**config.mk**
```make
export PLATFORM = sky130hd
export DESIGN_NAME = uart_rx_core_flat
export DESIGN_NICKNAME = d
export VERILOG_FILES = /design/src/rtl/uart_rx_if.sv /design/src/rtl/uart_rx_core.sv /design/src/flat_wrapper.sv
export SDC_FILE = /design/constraint.sdc
export NUM_CORES = 1
export LEC_CHECK = 0
export ABC_AREA = 1
export BUFFER_PORTS_ARGS = -buffer_cell sky130_fd_sc_hd__buf_2
export CORE_MARGIN = 3
export CORE_UTILIZATION = 34
export DETAILED_ROUTE_END_ITERATION = 8
export MAX_ROUTING_LAYER = met4
export PLACE_DENSITY_LB_ADDON = 0.08
export SLEW_MARGIN = 10
export SYNTH_ARGS = -nofsm -noshare
export SYNTH_HDL_FRONTEND = slang
export SYNTH_SLANG_ARGS = --single-unit
```
**constraint.sdc**
```tcl
create_clock -name clk100m -period 2.18 [get_ports clk100m]
set_clock_uncertainty 0.05 [all_clocks]
set_input_delay 0.218 -clock clk100m [delete_from_list [all_inputs] [get_ports clk100m]]
set_output_delay 0.218 -clock clk100m [all_outputs]
set_load 0.05 [all_outputs]
```
**src/rtl/uart_rx_if.sv**
```systemverilog
// uart_rx_if: serial input and received-byte outputs of the UART receiver.
interface uart_rx_if;
  logic       rxd;
  logic [7:0] rx_out;
  logic       rx_vld;
  logic       frame_error;
  logic       busy;
  modport master (input rxd, output rx_out, rx_vld, frame_error, busy);
  modport slave (output rxd, input rx_out, rx_vld, frame_error, busy);
endinterface

```
**src/rtl/uart_rx_core.sv**
```systemverilog
// uart_rx_core: 8N1 LSB-first UART byte receiver with mid-bit sampling,
// glitch rejection on the start bit and a single error strobe per break.
module uart_rx_core #(
  parameter int CLKS_PER_BIT = 868,
  parameter int SYNC_STAGES  = 2
) (
  input logic       clk100m,
  input logic       cpu_reset,
  uart_rx_if.master rx
);
  localparam int CW = $clog2(CLKS_PER_BIT);
  localparam logic [CW-1:0] MID  = CW'(CLKS_PER_BIT / 2 - 1);
  localparam logic [CW-1:0] LAST = CW'(CLKS_PER_BIT - 1);
  typedef enum logic [2:0] {IDLE, START, DATA, STOP, BRK} state_t;
  state_t state, state_n;
  logic [SYNC_STAGES-1:0] sync_q;
  logic [CW-1:0] cnt, cnt_n;
  logic [2:0] bit_idx, bit_idx_n;
  logic [7:0] shreg, shreg_n, rx_out_n;
  logic vld_n, ferr_n, rxd_s;
  // synchroniser resets to idle-high so reset release never looks like a start bit
  always_ff @(posedge clk100m or posedge cpu_reset)
    if (cpu_reset) sync_q <= '1;
    else sync_q <= {sync_q[SYNC_STAGES-2:0], rx.rxd};
  assign rxd_s = sync_q[SYNC_STAGES-1];
  always_ff @(posedge clk100m or posedge cpu_reset)
    if (cpu_reset) begin
      state          <= IDLE;
      cnt            <= '0;
      bit_idx        <= '0;
      shreg          <= '0;
      rx.rx_out      <= '0;
      rx.rx_vld      <= 1'b0;
      rx.frame_error <= 1'b0;
    end else begin
      state          <= state_n;
      cnt            <= cnt_n;
      bit_idx        <= bit_idx_n;
      shreg          <= shreg_n;
      rx.rx_out      <= rx_out_n;
      rx.rx_vld      <= vld_n;
      rx.frame_error <= ferr_n;
    end
  always_comb begin
    state_n   = state;
    cnt_n     = cnt + 1'b1;
    bit_idx_n = bit_idx;
    shreg_n   = shreg;
    rx_out_n  = rx.rx_out;
    vld_n     = 1'b0;
    ferr_n    = 1'b0;
    case (state)
      IDLE: begin
        cnt_n   = '0;
        state_n = rxd_s ? IDLE : START;
      end
      START:
        if (cnt == MID) begin
          cnt_n     = '0;
          bit_idx_n = '0;
          state_n   = rxd_s ? IDLE : DATA;
        end
      DATA:
        if (cnt == LAST) begin
          cnt_n            = '0;
          shreg_n[bit_idx] = rxd_s;
          bit_idx_n        = bit_idx + 3'd1;
          state_n          = (bit_idx == 3'd7) ? STOP : DATA;
        end
      STOP:
        if (cnt == LAST) begin
          cnt_n    = '0;
          rx_out_n = rxd_s ? shreg : rx.rx_out;
          vld_n    = rxd_s;
          ferr_n   = !rxd_s;
          state_n  = rxd_s ? IDLE : BRK;
        end
      BRK: begin
        cnt_n   = '0;
        state_n = rxd_s ? IDLE : BRK;
      end
      default: state_n = IDLE;
    endcase
  end
  assign rx.busy = (state != IDLE);
endmodule
```
**src/flat_wrapper.sv**
```systemverilog
// flat-port wrapper written by rule: the top's interface ports become plain ports
module uart_rx_core_flat 
#(
  parameter int CLKS_PER_BIT = 868,
  parameter int SYNC_STAGES  = 2
)
  (clk100m, cpu_reset, rx_rxd, rx_rx_out, rx_rx_vld, rx_frame_error, rx_busy);
  uart_rx_if rx_i ();
  input logic clk100m;
  input logic cpu_reset;
  input wire logic [$bits(rx_i.rxd)-1:0] rx_rxd;
  output wire logic [$bits(rx_i.rx_out)-1:0] rx_rx_out;
  output wire logic [$bits(rx_i.rx_vld)-1:0] rx_rx_vld;
  output wire logic [$bits(rx_i.frame_error)-1:0] rx_frame_error;
  output wire logic [$bits(rx_i.busy)-1:0] rx_busy;
  assign rx_i.rxd = rx_rxd;
  assign rx_rx_out = rx_i.rx_out;
  assign rx_rx_vld = rx_i.rx_vld;
  assign rx_frame_error = rx_i.frame_error;
  assign rx_busy = rx_i.busy;
  uart_rx_core #(.CLKS_PER_BIT(CLKS_PER_BIT), .SYNC_STAGES(SYNC_STAGES)) u_core (.clk100m(clk100m), .cpu_reset(cpu_reset), .rx(rx_i));
endmodule
```
* After elaboration in Yosys (flattened, before gate mapping)
Cells that the tools add are included.
** Storage, ports and cells
- Register bits :: 36
- Input bits :: 3
- Output and inout port bits :: 11
** Cells by class
- Reduce and logical (&&, ||, !) cells :: 11
- $add $sub $neg :: 2
- Equality and inequality tests :: 10
- Muxes and demuxes :: 21
- $lt $le $gt $ge :: 2
** Operator list (number)
- case mux 10 bit (3 select lines) :: 1
- 2-to-1 mux 10 bit :: 2
- 2-to-1 mux 3 bit :: 6
- case mux 3 bit (5 select lines) :: 1
- adder 10 x 1 -> 10 bit, second input constant :: 1
- equality test 10 bit, second input constant :: 1
- equality test 10 x 9 -> 1 bit, second input constant :: 1
- AND reduction 3 bit :: 3
- bitwise mux 8 bit :: 1
- 2-to-1 mux 1 bit :: 7
- equality test 3 x 2 -> 1 bit, second input constant :: 2
- equality test 3 bit, second input constant :: 2
- != test 2 x 1 -> 1 bit, second input constant :: 3
- case mux 3 bit (2 select lines) :: 1
- less-than comparator 3 x 4 -> 1 bit, second input constant :: 1
- OR reduction 2 bit :: 2
- adder 3 x 1 -> 3 bit, second input constant :: 1
- demux 1 bit (select 3 bit) :: 1
- equality test 3 x 1 -> 1 bit, second input constant :: 1
- >= comparator 3 x 1 -> 1 bit, second input constant :: 1
- logical NOT 3 bit :: 1
- nonzero test 3 bit :: 1
- 2-to-1 mux 2 bit :: 1
- AND reduction 2 bit :: 1
- other kinds (3) :: 3

* Longest topological paths before layout
Gate-level depths: netlist (run 1).
- Depth in word-level cells :: 5
- Mapped depth :: 9
- Gate-level depth less buffers :: 9

* Worst setup path before layout (run 1)
No wires, ideal clock.
- Kind :: reg2reg
- From :: register u_core.state[0]
- To :: register u_core.state[0]
- Cell stages (with the launch flop) :: 6
- Path slack :: 0.711 ns
- Data required time :: 2.047 ns
- Arrival time :: 1.337 ns
- Cell sequence :: dfrtp_1 > nor2_1 > nand2_1 > o21ai_0 > inv_1 > o21ai_0
** On the way
- Longest elaborated chain between the ends :: 3
- Elaborated cells between the ends (all ways) :: 10
- Classes of those cells :: eq/ne (7); mux (1); reduce/logical (2)
** Ends and longest elaborated chain
- from (decl) :: RTL line uart_rx_core.sv:15 : state_t state, state_n;
- from (signal assigned) :: RTL line uart_rx_core.sv:36 : state <= state_n;
- equality test 3 x 2 -> 1 bit or equality test 3 x 1 -> 1 bit (tied branches) :: RTL line uart_rx_core.sv:52 : case (state)
- != test 2 x 1 -> 1 bit (no line)
- AND reduction 3 bit (no line)
Several ways; a longest one is shown, not always the timed one.
A chain may end at the register's enable or synchronous reset.

* Worst setup path after layout (run 1)
- From :: register u_core.cnt[0]
- To :: register u_core.cnt[2]
** On the way
- Longest elaborated chain between the ends :: 3
- Elaborated cells between the ends (all ways) :: 6
- Classes of those cells :: add/sub (1); eq/ne (2); mux (3)
** Ends and longest elaborated chain
- from (decl) :: RTL line uart_rx_core.sv:17 : logic [CW-1:0] cnt, cnt_n;
- from (signal assigned) :: RTL line uart_rx_core.sv:37 : cnt <= cnt_n;
- adder 10 x 1 -> 10 bit, or another cell as far along :: RTL line uart_rx_core.sv:46 : cnt_n = cnt + 1'b1;
- 2-to-1 mux 10 bit (on tied branches) :: RTL line uart_rx_core.sv:64, uart_rx_core.sv:71, uart_rx_core.sv:58
- case mux 10 bit (3 select lines) (*) :: RTL line uart_rx_core.sv:52
- via u_core.cnt_n[2] :: RTL line uart_rx_core.sv:17
The timed path passes the listed nets; every way through them passes the cells marked *.

==> flow_metrics.tcl, run 1 <==
set metrics [dict create \
    synth_area_mm2 0.00184 \
    ir_worst_vdd_mv 0.235 \
    cts_hold_buffers 2 \
    dp_hpwl_um 2560 \
    yosys.area.top_type "dfrtp_1" \
    io_pins 14 \
    drive_above_1_share 0.179 \
    fin_cells 322 \
    numClockSinks 36 \
    synth-edff-count 0 \
    min_path_type "reg2reg" \
    crit_path_start_kind "register" \
    die_w_um 79.6 \
    syn2layout_area_growth_pct 15.2 \
    grt_pass1_wl_um 6600 \
    clk_latency_ns 0.29 \
    drc 0 \
    row_count 26 \
    hold_violations 0 \
    grt_overflow_total 0 \
    power.density_mw_per_mm2 599 \
    fin_crit_ns 1.66 \
    portBuffers 13 \
    tightest_slew_ns 0.444 \
    yosysTopAreaCellShare 0.463 \
    outcome "finished, final reports clean" \
    viasPerCell 4.43 \
    grt_util_all_layers 0.137 \
    ys_seq_elements 36 \
    worstPathArrival_ns 1.79 \
    nets 258 \
    worstPathMaxFanout 6 \
    power.leakage_nw 1.11 \
    antennaDiodeCount 0 \
    synth_seq_area_share 0.491 \
    clk_path_buf_depth 2 \
    coreArea_mm2 0.00517 \
    synthArstFlopShare 1.00 \
    required_ns 2.31 \
    cts.clk_slew.worst_paths_ns 0.07 \
    dieArea_mm2 0.00633 \
    vias 1426 \
    drv_cap 0 \
    postCtsSetupRepairBufs 0 \
    max_freq_mhz 601 \
    rr_worst_depth 8 \
    tns_ns 0 \
    antenna_found_initial 0 \
    cts_tree "yes" \
    htree_levels 2 \
    wl_um 3520 \
    first_global_vias 1433 \
    cts_root_buf "clkbuf_8" \
    cts-resized-gates 0 \
    ys_warn_count 0 \
    path_class "reg2reg" \
    finalCritPeriodShare 0.763 \
    start_util 0.356 \
    cts_inserted_buffers 5 \
    synth_fp_nets 236 \
    dp.cells 312 \
    worst_setup_path_end_kind "register" \
    ant_nets 0 \
    firstDrtPassIters 4 \
    maxSlewHeadroom 0.704 \
    synth_area_leaders "dfrtp_1 46%, nand2_1 16%, nand3_1 5.2%" \
    maxSlewViolCount 0 \
    rsz0062_at_grt "false" \
    yosysUniqueCellTypes 25 \
    die_y_um 79.6 \
    wl_per_cell_um 10.9 \
    grt_start_max_net_pins 37 \
    finalSetupViolCount 0 \
    synth_flop_cell "dfrtp_1" \
    gp_congestion 0.799 \
    syn_avg_cell_area_um2 8.03 \
    drt_iter0_drc 64 \
    synthCells 229 \
    hold_depth 0 \
]
synth_stat cells, types with 2 or more instances:
master and n:
dfrtp_1 34, dfstp_2 2, ha_1 4, inv_1 22, inv_2 8, nand2_1 80, nand2_2 3, nand3_1 19
nand3_2 2, nand3b_1 4, nand4_1 3, nor2_1 22, nor2_4 5, nor3_1 3, o21ai_0 4, o21ai_1 4
xor2_1 2
placed cells by master (no fill, tap or decap), types with 3 or more instances in the layout:
master	instances
nand2_1	80
clkbuf_8	5
o21ai_1	4
o21ai_0	4
nand3_1	19
buf_2	13
nor3_1	3
nand3b_1	4
nor2_1	22
nor2_4	5
nand4_1	3
nand2_2	3
ha_1	4
dfrtp_1	34
inv_2	8
inv_1	22
critical path, cell delays in order (launching register included):
cell     delay [ns]
dfrtp_1        0.39
ha_1           0.26
nand2_1        0.09
nor2_1         0.15
nand2_1        0.10
nand2_1        0.11
nand3_2        0.19
inv_2          0.15
nor2_1         0.05
where the power goes:
part	total (mW)	leakage, nW	switching, mW	internal [mW]
clock	0.574	0.0552	0.235	0.339
sequential	0.674	0.481	0.00301	0.671
combinational	0.0216	0.571	0.0162	0.00542
logic make-up (layout without fill, tap and decap cells):
kind of cell	count (synthesis)	count (layout)	share of synthesized area
simple gates	145	145	0.373
compound gates	10	10	0.0286
fa+ha+maj	4	4	0.0272
flops	36	36	0.491
buf+inv	31	54	0.0653
xor+xnor	3	3	0.0143
final timing paths:
| check | start | endpoint | slack [ns] |
|---|---|---|---|
| min in group asynchronous | cpu_reset | u_core.cnt[8] | 0.52 |
| max in group asynchronous | cpu_reset | u_core.sync_q[0] | 1.22 |
| max | u_core.cnt[0] | u_core.cnt[2] | 0.52 |
| min reg2reg | u_core.sync_q[0] | u_core.sync_q[1] | 0.31 |
| max reg2reg | u_core.cnt[0] | u_core.cnt[2] | 0.52 |
| min | u_core.sync_q[0] | u_core.sync_q[1] | 0.31 |
sequential cells by signal, summed over array words and instances, names as in the netlist:
name	flops
u_core.cnt	10
u_core.rx.rx_out	8
u_core.shreg	8
u_core.bit_idx	3
u_core.state	3
u_core.sync_q	2
u_core.rx.frame_error	1
u_core.rx.rx_vld	1
cell type report:
class | instances | area [µm²]
Multi-Input combinational cell | 162 | 816
Tap cell | 70 | 87.6
Inverter | 30 | 113
Fill cell | 537 | 3050
Sequential cell | 36 | 903
Clock inverter | 2 | 35.0
Clock buffer | 6 | 72.6
Timing Repair Buffer | 16 | 92.6
per-stage QoR:
| step | setup WS (ns) | area [µm²] | util | hold slack [ns] | power [mW] |
|---|---|---|---|---|---|
| 2_1_floorplan | 0.711 | 1840 | - | 0.172 | 0.699 |
| 3_3_place_gp | 0.542 | 1990 | 0.385 | 0.273 | 0.707 |
| 3_5_place_dp | 0.502 | 1990 | 0.385 | 0.274 | 0.707 |
| 4_1_cts | 0.486 | 2120 | 0.410 | 0.310 | 1.29 |
| 5_1_grt | 0.290 | 2120 | 0.410 | 0.311 | 1.32 |
| 6_report | 0.517 | 2120 | 0.410 | 0.308 | 1.27 |
routing by layer:
| metal | GRT usage | wire [µm] |
|---|---|---|
| met1 | 0.185 | 1890 |
| met2 | 0.198 | 1440 |
| met3 | 0.0350 | 128 |
| met4 | 0.0515 | 61 |
| met5 | - | 0 |
(Power assumes the default switching activity.)
==> run 2: changes to the inputs <==
--- a/config.mk
+++ b/config.mk
@@ -5,7 +5,7 @@
 export SDC_FILE = /design/constraint.sdc
 export NUM_CORES = 1
 export LEC_CHECK = 0
-export ABC_AREA = 1
+export ABC_AREA = 0
 export BUFFER_PORTS_ARGS = -buffer_cell sky130_fd_sc_hd__buf_2
 export CORE_MARGIN = 3
 export CORE_UTILIZATION = 34
==> constraint.sdc (replaced) <==
create_clock -name clk100m -period 1.7 [get_ports clk100m]
set_clock_uncertainty 0.05 [all_clocks]
set_input_delay 0.17 -clock clk100m [delete_from_list [all_inputs] [get_ports clk100m]]
set_output_delay 0.17 -clock clk100m [all_outputs]
set_load 0.05 [all_outputs]
==> run 2 against run 1 <==
  * The flow now finishes with violations (negative setup slack)
  * Largest power group unchanged
  * Die area is 3.2% lower
  * Register-to-register slack worse by 0.67 ns
  * Critical path depth is 3 lower
==> flow_metrics.tcl, run 2 <==
set metrics [dict create \
    maxSlewViolCount 0 \
    synth_area_leaders "dfrtp_1 48%, mux2_2 10%, nor2_1 4.0%" \
    dp.cells 249 \
    worst-path-buf-inv 1 \
    cts.clk_slew.worst_paths_ns 0.07 \
    synthCells 150 \
    final_common_cell "dfrtp_1" \
    drc 0 \
    max_freq_mhz 541 \
    vias 1349 \
    cts_tree "yes" \
    finalSetupViolCount 30 \
    start_util 0.364 \
    grt_pass1_wl_um 6710 \
    maxSlewHeadroom 0.635 \
    tns_ns -2.58 \
    synthArstFlopShare 1.00 \
    nets 215 \
    io_pins 14 \
    crit_family "simple AND/OR/NAND/NOR gates" \
    setup_ws_ns -0.150 \
    ys_seq_elements 36 \
    worstPathArrival_ns 1.97 \
    fin_crit_ns 1.85 \
    regMostFlops "u_core.cnt" \
    path_class "reg2reg" \
    path_cells "or3b_4, nor3_4, and3_4, buf_12, mux2_4" \
    htree_levels 2 \
    synth_seq_area_share 0.509 \
    dieArea_mm2 0.00612 \
    largestRegisters "u_core.cnt x10, u_core.rx.rx_out x8, u_core.shreg x8" \
    numClockSinks 36 \
    postPlaceCellArea_mm2 0.00216 \
    cp_slowest_stage_delay_ns 0.43 \
    wl_per_cell_um 14.8 \
    largest_reg_flops 10 \
    worstPathMaxFanout 9 \
    die_y_um 78.3 \
    antennaDiodeCount 0 \
    rsz0062_at_grt "true" \
    synth_area_mm2 0.00178 \
    yosysTopAreaCellShare 0.479 \
    coreArea_mm2 0.00488 \
    required_ns 1.82 \
    viasPerCell 4.89 \
    outcome "finished, violations left" \
    power.density_mw_per_mm2 613 \
    ys_warn_count 0 \
    violations "negative setup slack" \
    min_path_type "reg2reg" \
    drive_above_1_share 0.545 \
    synth_common_cells "34 x dfrtp_1, 19 x nor2_1, 16 x mux2_2, 7 x and3_1, 7 x nand3_1" \
    wl_um 4090 \
    finalPower_mw 1.63 \
    final_cell_area_mm2 0.00266 \
    syn_avg_cell_area_um2 11.8 \
    hold_violations 0 \
    ir_worst_vdd_mv 0.355 \
    crit_path_start_kind "register" \
    synth_fp_nets 157 \
    synth_flop_cell "dfrtp_1" \
    power.leakage_nw 1.27 \
    tightest_slew_ns 0.547 \
    firstDrtPassIters 4 \
    fin_cells 276 \
    synth-edff-count 0 \
    die_w_um 78.3 \
    dp_hpwl_um 2650 \
    clk_latency_ns 0.28 \
    cts_root_buf "clkbuf_8" \
    grt_util_all_layers 0.144 \
    grt_start_max_net_pins 25 \
    drt_iter0_drc 56 \
    critPathSlowestCell "dfrtp_2" \
    cts_inserted_buffers 5 \
    yosys.area.top_type "dfrtp_1" \
    clk_path_buf_depth 2 \
    yosysUniqueCellTypes 39 \
    ant_nets 0 \
    antenna_found_initial 0 \
    gp_congestion 0.819 \
    worst_setup_path_end_kind "register" \
    nFillCells 445 \
    row_count 25 \
    drv_cap 0 \
    portBuffers 13 \
    layout_common_cells "32 x dfrtp_1, 31 x buf_4, 19 x mux2_4, 14 x nor2_1, 12 x buf_2" \
    whs_ns 0.308 \
    grt_overflow_total 0 \
    syn2layout_area_growth_pct 49.8 \
    finalCritPeriodShare 1.09 \
    first_global_vias 1396 \
    yosysMostFrequentCell "dfrtp_1" \
]
[run 2: cell types whose count changed after synthesis, moves of 4 or more]
cell     delta
and3_1      +7
inv_1      -17
inv_2       -8
mux2_1      +4
mux2_2     +16
nand2_1    -75
nand3_1    -12
nor2_4      -5
nor4_1      +4
o21ai_0     -4
o21ai_1     -4
[run 2: power by group]
part           internal [mW]  switching, mW
Clock                  0.435          0.300
Combinational         0.0118         0.0232
Sequential             0.860       0.000938
[run 2: metrics by stage]
stage	utilization	setup WS [ns]
finish	0.545	-0.150
global route	0.545	-0.210
CTS	0.503	-0.141
detailed placement	0.443	-0.225
global placement	0.443	-0.213
floorplan	-	-0.0988
[run 2: cell families (layout without fill, tap and decap cells)]
group / Yosys count / after routing / synth area share
adder cells (fa/ha/maj): 4 / 4 / 0.0282
XOR/XNOR: 8 / 8 / 0.0395
AO/OA/AOI/OAI: 7 / 7 / 0.0338
multiplexers: 20 / 20 / 0.127
buffers and inverters: 12 / 71 / 0.0416
AND/OR/NAND/NOR: 63 / 63 / 0.221
flip-flops: 36 / 36 / 0.509
[run 2: per-layer routing]
metal  vias up  GRT usage  routed length, µm
met5         -          -                  0
met4         0     0.0420                 44
met3         7     0.0344                106
met2        15      0.250               2160
met1       678      0.165               1770
li1        649          -                  -
[run 2: final cells by class]
cell class	instances	area (µm²)	share of cell area
Multi-Input combinational cell	102	1060	0.400
Sequential cell	36	906	0.341
Timing Repair Buffer	58	480	0.181
Clock buffer	6	72.6	0.0273
Tap cell	67	83.8	0.0315
Clock inverter	2	35.0	0.0132
Inverter	5	18.8	0.00706
[run 2: final timing paths]
check	end	slack, ns	startpoint	cells past startpoint
min reg2reg	u_core.sync_q[1]	0.31	u_core.sync_q[0]	0
min in group asynchronous	u_core.cnt[5]	0.43	cpu_reset	3
max	u_core.rx.rx_out[5]	-0.15	u_core.cnt[3]	5
max in group asynchronous	u_core.shreg[2]	0.67	cpu_reset	4
max reg2reg	u_core.rx.rx_out[5]	-0.15	u_core.cnt[3]	5
min	u_core.sync_q[1]	0.31	u_core.sync_q[0]	0
[run 2: timing repair]
action                                  in CTS  in global routing
gates resized for setup                     24                 27
setup buffers                                6                 11
hold buffers                                 2                  0
pin swaps                                    7                 13
endpoints found under the setup margin      21                 32
endpoints found under the hold margin       11                  0
